**config.mk**
```make
export PLATFORM = sky130hd
export DESIGN_NAME = led_stream_monitor_flat
export DESIGN_NICKNAME = d
export VERILOG_FILES = /design/src/rtl/led_stream_monitor_if.sv /design/src/rtl/led_stream_monitor.sv /design/src/flat_wrapper.sv
export SDC_FILE = /design/constraint.sdc
export NUM_CORES = 1
export LEC_CHECK = 0
export ABC_AREA = 1
export CORE_UTILIZATION = 45
export CTS_CLUSTER_DIAMETER = 30
export DETAILED_ROUTE_END_ITERATION = 10
export GPL_ROUTABILITY_DRIVEN = 0
export PLACE_DENSITY = 0.67
export RECOVER_POWER = 100
export SLEW_MARGIN = 20
export SYNTH_ARGS = -nofsm -noshare
export SYNTH_HDL_FRONTEND = slang
export SYNTH_SLANG_ARGS = --single-unit
export TNS_END_PERCENT = 10
```
**constraint.sdc**
```tcl
create_clock -name clk -period 4 [get_ports clk]
set_clock_uncertainty 0.15 [all_clocks]
set_input_delay 0.8 -clock clk [delete_from_list [all_inputs] [get_ports clk]]
set_output_delay 0.8 -clock clk [all_outputs]
set_load 0.01 [all_outputs]
```
**src/rtl/led_stream_monitor_if.sv**
```systemverilog
// LED stream bus: the 8-bit LED value from the streamer plus the monitor's classification results.
// The master drives led_in and observes the results; the slave is the monitor itself.
interface led_stream_monitor_if;
    logic [7:0] led_in;
    logic       mode_det;
    logic       locked;
    logic       step_pulse;
    logic       err_pulse;
    logic [7:0] err_cnt;

    modport master (
        output led_in,
        input  mode_det,
        input  locked,
        input  step_pulse,
        input  err_pulse,
        input  err_cnt
    );

    modport slave (
        input  led_in,
        output mode_det,
        output locked,
        output step_pulse,
        output err_pulse,
        output err_cnt
    );
endinterface

```
**src/rtl/led_stream_monitor.sv**
```systemverilog
// Classifies a running-light LED stream as rotate-left or rotate-right and locks after LOCK_STEPS steps.
// Optional macro LED_MON_STALL_EN adds a stall timer that treats a missing step as a fault.
module led_stream_monitor #(
    parameter int unsigned STEP_CYCLES = 1000000,
    parameter int unsigned LOCK_STEPS  = 4
) (
    input  logic                  clk,
    input  logic                  rstn,
    led_stream_monitor_if.slave   bus,
    output logic [1:0]            state_dbg
);

    typedef enum logic [1:0] {
        IDLE   = 2'd0,
        TRACK  = 2'd1,
        LOCKED = 2'd2
    } state_t;

    localparam int unsigned    RUN_W    = $clog2(LOCK_STEPS + 1);
    localparam logic [RUN_W-1:0] RUN_ONE  = RUN_W'(1);
    localparam logic [RUN_W-1:0] RUN_LOCK = RUN_W'(LOCK_STEPS);

    state_t             state;
    logic [7:0]         led_q;
    logic               cand_dir;
    logic [RUN_W-1:0]   run;
    logic               mode_det_r;
    logic               locked_r;
    logic               step_pulse_r;
    logic               err_pulse_r;
    logic [7:0]         err_cnt_r;

    logic               change;
    logic               one_hot;
    logic               step_l;
    logic               step_r;
    logic               valid;
    logic               dir;
    logic               stall;
    logic               fault;
    logic [RUN_W-1:0]   run_inc;

    // A step is only meaningful from a one-hot previous value; its single-bit rotation is the next frame.
    assign change  = (bus.led_in != led_q);
    assign one_hot = (led_q != 8'h00) && ((led_q & (led_q - 8'd1)) == 8'h00);
    assign step_l  = one_hot && (bus.led_in == {led_q[6:0], led_q[7]});
    assign step_r  = one_hot && (bus.led_in == {led_q[0], led_q[7:1]});
    assign valid   = step_l || step_r;
    assign dir     = step_r;
    assign fault   = (change && !valid) || stall;
    assign run_inc = run + RUN_ONE;

`ifdef LED_MON_STALL_EN
    localparam int unsigned TIMER_TC = 2 * STEP_CYCLES - 1;
    localparam int unsigned TIMER_W  = $clog2(TIMER_TC + 1);

    logic [TIMER_W-1:0] timer;

    // A change in the terminal cycle restarts the count instead of flagging a stall.
    assign stall = !change && (timer == TIMER_W'(TIMER_TC));

    always_ff @(posedge clk or negedge rstn) begin
        if (!rstn) begin
            timer <= '0;
        end else if (change || stall) begin
            timer <= '0;
        end else begin
            timer <= timer + TIMER_W'(1);
        end
    end
`else
    // No timer in this build; STEP_CYCLES is referenced so both builds share one parameter list.
    assign stall = (STEP_CYCLES == 0) && 1'b0;
`endif

    always_ff @(posedge clk or negedge rstn) begin
        if (!rstn) begin
            state        <= IDLE;
            led_q        <= 8'h00;
            cand_dir     <= 1'b0;
            run          <= '0;
            mode_det_r   <= 1'b0;
            locked_r     <= 1'b0;
            step_pulse_r <= 1'b0;
            err_pulse_r  <= 1'b0;
            err_cnt_r    <= 8'h00;
        end else begin
            led_q        <= bus.led_in;
            step_pulse_r <= valid;
            err_pulse_r  <= 1'b0;
            case (state)
                IDLE: begin
                    if (valid) begin
                        cand_dir <= dir;
                        run      <= RUN_ONE;
                        if (LOCK_STEPS == 1) begin
                            state      <= LOCKED;
                            locked_r   <= 1'b1;
                            mode_det_r <= dir;
                        end else begin
                            state <= TRACK;
                        end
                    end
                end
                TRACK: begin
                    if (valid) begin
                        if (dir == cand_dir) begin
                            run <= run_inc;
                            if (run_inc == RUN_LOCK) begin
                                state      <= LOCKED;
                                locked_r   <= 1'b1;
                                mode_det_r <= cand_dir;
                            end
                        end else begin
                            cand_dir <= dir;
                            run      <= RUN_ONE;
                        end
                    end else if (fault) begin
                        state <= IDLE;
                        run   <= '0;
                    end
                end
                LOCKED: begin
                    if (valid) begin
                        if (dir != cand_dir) begin
                            cand_dir <= dir;
                            run      <= RUN_ONE;
                            // With a single-step lock a reversal relocks at once in the new direction.
                            if (LOCK_STEPS == 1) begin
                                mode_det_r <= dir;
                            end else begin
                                state    <= TRACK;
                                locked_r <= 1'b0;
                            end
                        end
                    end else if (fault) begin
                        state       <= IDLE;
                        run         <= '0;
                        locked_r    <= 1'b0;
                        err_pulse_r <= 1'b1;
                        if (err_cnt_r != 8'hFF) begin
                            err_cnt_r <= err_cnt_r + 8'd1;
                        end
                    end
                end
                default: begin
                    state <= IDLE;
                end
            endcase
        end
    end

    assign bus.mode_det   = mode_det_r;
    assign bus.locked     = locked_r;
    assign bus.step_pulse = step_pulse_r;
    assign bus.err_pulse  = err_pulse_r;
    assign bus.err_cnt    = err_cnt_r;
    assign state_dbg      = state;

endmodule
```
**src/flat_wrapper.sv**
```systemverilog
// flat-port wrapper written by rule: the top's interface ports become plain ports
module led_stream_monitor_flat 
#(
    parameter int unsigned STEP_CYCLES = 1000000,
    parameter int unsigned LOCK_STEPS  = 4
)
  (clk, rstn, state_dbg, bus_led_in, bus_mode_det, bus_locked, bus_step_pulse, bus_err_pulse, bus_err_cnt);
  led_stream_monitor_if bus_i ();
  input  logic clk;
  input  logic rstn;
  output logic [1:0] state_dbg;
  input wire logic [$bits(bus_i.led_in)-1:0] bus_led_in;
  output wire logic [$bits(bus_i.mode_det)-1:0] bus_mode_det;
  output wire logic [$bits(bus_i.locked)-1:0] bus_locked;
  output wire logic [$bits(bus_i.step_pulse)-1:0] bus_step_pulse;
  output wire logic [$bits(bus_i.err_pulse)-1:0] bus_err_pulse;
  output wire logic [$bits(bus_i.err_cnt)-1:0] bus_err_cnt;
  assign bus_i.led_in = bus_led_in;
  assign bus_mode_det = bus_i.mode_det;
  assign bus_locked = bus_i.locked;
  assign bus_step_pulse = bus_i.step_pulse;
  assign bus_err_pulse = bus_i.err_pulse;
  assign bus_err_cnt = bus_i.err_cnt;
  led_stream_monitor #(.STEP_CYCLES(STEP_CYCLES), .LOCK_STEPS(LOCK_STEPS)) u_core (.clk(clk), .rstn(rstn), .bus(bus_i), .state_dbg(state_dbg));
endmodule
```
Word-level counts from Yosys, hierarchy flattened
Index checks and enable logic that the tools add are counted.
- add/sub/neg operators: 3
- equality and inequality tests: 20
- mux-type cells: 31
- bitwise logic cells: 2
- reductions and logical operators: 17
- operator list (kind ; count):
    $mux 3 ; 6
    $eq 8x8->1 ; 2
    $mux 1 ; 14
    $mux 2 ; 7
    $ne 2x1->1 const B ; 6
    $reduce_and 4->1 ; 3
    $reduce_and 6->1 ; 2
    $ne 3x3->1 const B ; 3
    $pmux 3 s3 ; 1
    $add 8x1->8 const B ; 1
    $and 8x8->8 ; 1
    $logic_not 8->1 ; 1
    $ne 8x8->1 ; 1
    $ne 8x8->1 const B ; 1
    $reduce_bool 8->1 ; 1
    $sub 8x1->8 const B ; 1
    $pmux 2 s3 ; 1
    $logic_and 1x1->1 ; 4
    $add 3x1->3 const B ; 1
    $eq 3x3->1 const B ; 1
    $ne 3x1->1 const B ; 1
    $pmux 1 s3 ; 1
    $reduce_and 3->1 ; 1
    $reduce_bool 3->1 ; 1
    11 further kinds ; 11
- flip-flop bits (word level): 26
- input port bits: 10
- output and inout port bits: 14

Longest topological paths before layout
- depth after elaboration: 11
- mapped depth: 17

Worst setup path after synthesis
No wires, ideal clock.
- path kind: input to register
- from: input bus_led_in[7]
- to: register u_core.run[1]
- setup time: 0.121 ns
- data arrival time: 1.836 ns
- setup slack: 1.893 ns
- stages: 15
- path buffers: 1
- cells stage by stage: inv_1 nand2_1 nand2_1 nand2_1 nor2_1 nand2_1 nand2_1 nand2_2 buf_6 nor2_8 nand3_2 nand2_4 inv_2 nand3_1 o21ai_1
- cells in the longest elaborated chain, start to end: 8
- ends and longest elaborated chain (element ; line ; text):
    from (decl) ; flat_wrapper.sv:12 ; input wire logic [$bits(bus_i.led_in)-1:0] bus_led_in;
    $eq 8x8->1, on equally long branches ; led_stream_monitor.sv:46, led_stream_monitor.sv:47 ;
    $logic_and 1x1->1, on equally long branches ; led_stream_monitor.sv:46, led_stream_monitor.sv:47 ;
    $logic_or 1x1->1 ; led_stream_monitor.sv:48 ; assign valid = step_l || step_r;
    $logic_not 1->1 ; led_stream_monitor.sv:50 ; assign fault = (change && !valid) || stall;
    $logic_and 1x1->1 ; led_stream_monitor.sv:50 ;
    $mux 3 ; - ;
    $mux 3, on equally long branches ; led_stream_monitor.sv:124, led_stream_monitor.sv:106 ;
    $pmux 3 s3 ; led_stream_monitor.sv:91 ; case (state)
    to (signal assigned) ; led_stream_monitor.sv:108 ; run <= run_inc;
    to (decl) ; led_stream_monitor.sv:26 ; logic [RUN_W-1:0] run;
Parallel ways exist; a longest one is shown, timed or not.
A chain may end at the register's enable or synchronous reset.

Worst setup path after layout
- from: input bus_led_in[0]
- to: register u_core.err_cnt_r[6], in the netlist u_core.bus.err_cnt[6]
- cells in the longest elaborated chain, start to end: 6
- ends and longest elaborated chain (element ; line ; text):
    $eq 8x8->1, on equally long branches ; led_stream_monitor.sv:46, led_stream_monitor.sv:47 ;
    $logic_and 1x1->1, on equally long branches ; led_stream_monitor.sv:46, led_stream_monitor.sv:47 ;
    $logic_or 1x1->1 ; led_stream_monitor.sv:48 ;
    $logic_not 1->1 ; led_stream_monitor.sv:50 ;
    $logic_and 1x1->1 ; led_stream_monitor.sv:50 ;
    $reduce_and 4->1 (no source line) * ; - ;
    to (signal assigned) ; led_stream_monitor.sv:142 ; err_cnt_r <= err_cnt_r + 8'd1;
    to (decl) ; led_stream_monitor.sv:31 ; logic [7:0] err_cnt_r;
Mark *: on every way between the ends. The rest lies on a longest branch, timed or not.

==> flow_summary.ini <==
[floorplanning]
num_rows = 23
starting_density = 0.468
die-width_um = 66.5
fp.dieH_um = 66.5
placeableCoreArea_mm2 = 0.00400
io_pins = 24
die_footprint_mm2 = 0.00442

[synth]
synth_fp_nets = 281
synth-warning-count = 0
synth_ff_type = sky130_fd_sc_hd__dfrtp_1
postSynthRegisterBits = 26
post_synthesis_instance_total = 264
proportion_of_netlist_area_held_by_the_largest_area_contributor = 0.348
synth.distinct_cells = 29
area_leader_netlist = sky130_fd_sc_hd__dfrtp_1
synth-async-reset-ratio = 1.00
ys_seq_area_frac = 0.348
synth_area_leaders = sky130_fd_sc_hd__dfrtp_1 (35%), sky130_fd_sc_hd__nand2_1 (18%), sky130_fd_sc_hd__xnor2_1 (6.1%), sky130_fd_sc_hd__inv_1 (6.0%), sky130_fd_sc_hd__ha_1 (4.7%)
avg_inst_size_synth_um2 = 7.09
netlist_area_mm2 = 0.00187
yosysMostFrequentCell = sky130_fd_sc_hd__nand2_1
synth.cells.most_frequent = sky130_fd_sc_hd__nand2_1 (92), sky130_fd_sc_hd__inv_1 (30), sky130_fd_sc_hd__dfrtp_1 (26), sky130_fd_sc_hd__nor2_1 (21), sky130_fd_sc_hd__nand3_1 (16)
number_of_enable_type_register_cells_in_the_synthesized_netlist = 0

[run]
max-cap-violations = 0

[global_route]
maximum_number_of_pins_on_one_net_before_global_route_repair = 27
gr-usage-all-layers = 0.190
grt_antenna_before_repair = 0
via_count_of_the_first_global_routing_pass = 1492
globalRouteOverflowTotal = 0
first_pass_grt_wire_length_um = 6400

[sta]
worstMarginPinSlew_ns = 1.44
finalHoldViolCount = 0
maxSlewViolCount = 0
slew_headroom = 0.0431
clock.fmax_mhz = 330
setup_viol = 0
final.setup.worst_slack_ns = 0.966
hold-worst-slack_ns = 0.334
setup_repair_after_global_routing_missed_its_margin = false
fin_crit_sh = 0.758
totalNegativeSetupSlack_ns = 0
layout_min_cycle_time_ns = 3.03

[power]
internal_power_mw = 0.456
pwr-share-seq = 0.442
post-layout-total-power_mw = 0.700
logic_pwr_share = 0.308
sw_frac_of_total = 0.349
vdd.ir_drop.worst_v = 0.000146
share_of_power_burned_in_the_clock_network = 0.250
power_per_cell_area_mw_per_mm2 = 325
leakagePower_nw = 1.16
power.switching_mw = 0.244

[placement]
placed_cells = 332
dp_worst_setup_slack_ns = 1.01
dp.final_hpwl_um = 2810
placed_area_mm2 = 0.00212
buffer_ports.inserted = 23

[worst_setup_path]
setup.worst_path.class = input port to flop
crit_required_ns = 4.02
crit_path_start_kind = input port
rrSetupSlack_ns = 1.47
worst_ep_arrival_time_ns = 3.05
worst_setup_path_end_kind = flop
critical_path_peak_fanout = 12

[final_layout]
insertedDiodeCount = 0
final_cell_count_no_fill = 336
final_instance_area_mm2 = 0.00215
postLayoutCoreUtil = 0.538
final_nets = 304
relative_area_change_from_synthesis_to_final_layout_pct = 15.0
drive_above_1_share = 0.0559

[drt]
route.final.wire_length_um = 3730
drc = 0
routedWlPerCell_um = 11.1
route.vias.total = 1649
final_antenna_net_count = 0
violation_count_after_the_first_detailed_route_iteration = 75
number_of_iterations_in_the_first_detailed_routing_pass = 4
vias_per_cell = 4.91

[cts]
cts_num_sinks = 26
max-clock-path-buffers = 2
post_cts.resized_instances = 0
clk_transition_reported_paths_ns = 0.09
clock-root-buffer = sky130_fd_sc_hd__clkbuf_8
post_cts.repair.setup_buffers = 0
cts_inserted_buffers = 3
cts_hold_buffers = 0
worst_skew_pair_latency_ns = 0.27
cts_tree = done
h-tree-depth = 1

[outcome]
status = complete, no violations

[worst_hold_path]
min_path_type = flop to flop
## area by class of cell
type | count | area [um2]
Clock buffer | 4 | 55.1
Timing Repair Buffer | 24 | 234
Inverter | 34 | 128
Multi-Input combinational cell | 198 | 1020
Fill cell | 397 | 1850
Tap cell | 50 | 62.6
Sequential cell | 26 | 651
## layout by cell type (no fill, tap or decap), drive strengths merged
master | Yosys | routed
a31oi | 1 | 1
o22ai | 1 | 1
xor2 | 6 | 6
nor2 | 29 | 29
a21oi | 4 | 4
dlygate4sd3 | 0 | 23
xnor2 | 13 | 13
o31ai | 1 | 1
nand2 | 98 | 98
or2 | 1 | 1
o21ai | 11 | 11
o211ai | 1 | 1
nor3 | 4 | 4
nand3 | 17 | 17
nand4 | 4 | 4
inv | 34 | 34
clkbuf | 0 | 5
dfrtp | 26 | 26
ha | 7 | 7
## power groups by stage
stage	combinational (mW)	clock [mW]	sequential [mW]
floorplan	0.166	0	0.310
global placement	0.230	0	0.316
detailed placement	0.234	0	0.314
CTS	0.234	0.184	0.310
global route	0.250	0.193	0.313
finish	0.216	0.175	0.310
## registers in the layout (all words and copies together), names as in the netlist
register,flops
u_core.bus.err_cnt,8
u_core.led_q,8
u_core.run,3
u_core.state_dbg,2
u_core.bus.err_pulse,1
u_core.bus.locked,1
u_core.bus.mode_det,1
u_core.bus.step_pulse,1
u_core.cand_dir,1
## cell families after synthesis
logic type	share of synthesized area
compound gates	0.0568
xor+xnor	0.0889
fa+ha+maj	0.0468
buf+inv	0.0956
flops	0.348
simple gates	0.364
## path summary, 6_finish.rpt
| kind | start | to | cells after the start |
|---|---|---|---|
| min reg2reg | u_core.bus.locked$_DFFE_PN0P_ | u_core.bus.locked$_DFFE_PN0P_ | 2 |
| max in group asynchronous | rstn | u_core.led_q[0]$_DFF_PN0_ | 2 |
| max | bus_led_in[0] | u_core.bus.err_cnt[6]$_DFFE_PN0P_ | 13 |
| max reg2reg | u_core.led_q[0]$_DFF_PN0_ | u_core.bus.err_cnt[6]$_DFFE_PN0P_ | 13 |
| min | u_core.bus.locked$_DFFE_PN0P_ | u_core.bus.locked$_DFFE_PN0P_ | 2 |
| min in group asynchronous | rstn | u_core.bus.locked$_DFFE_PN0P_ | 2 |
## critical path, stage by stage
cell	delay, ns
sky130_fd_sc_hd__dlygate4sd3_1	0.63
sky130_fd_sc_hd__xnor2_1	0.16
sky130_fd_sc_hd__nand2_1	0.07
sky130_fd_sc_hd__nor2_1	0.05
sky130_fd_sc_hd__nand2_1	0.07
sky130_fd_sc_hd__nand2_1	0.05
sky130_fd_sc_hd__nand2_1	0.37
sky130_fd_sc_hd__nand2_1	0.15
sky130_fd_sc_hd__nor2_1	0.15
sky130_fd_sc_hd__nand2_1	0.16
sky130_fd_sc_hd__inv_1	0.20
sky130_fd_sc_hd__nand2_2	0.07
sky130_fd_sc_hd__xnor2_1	0.12
## metal layers
metal	global-route usage	wire length [um]
met2	0.307	1640
met1	0.255	1900
met5	0	0
met3	0.0240	125
met4	0.0798	65
No activity file was read; power rests on OpenSTA's default activity.
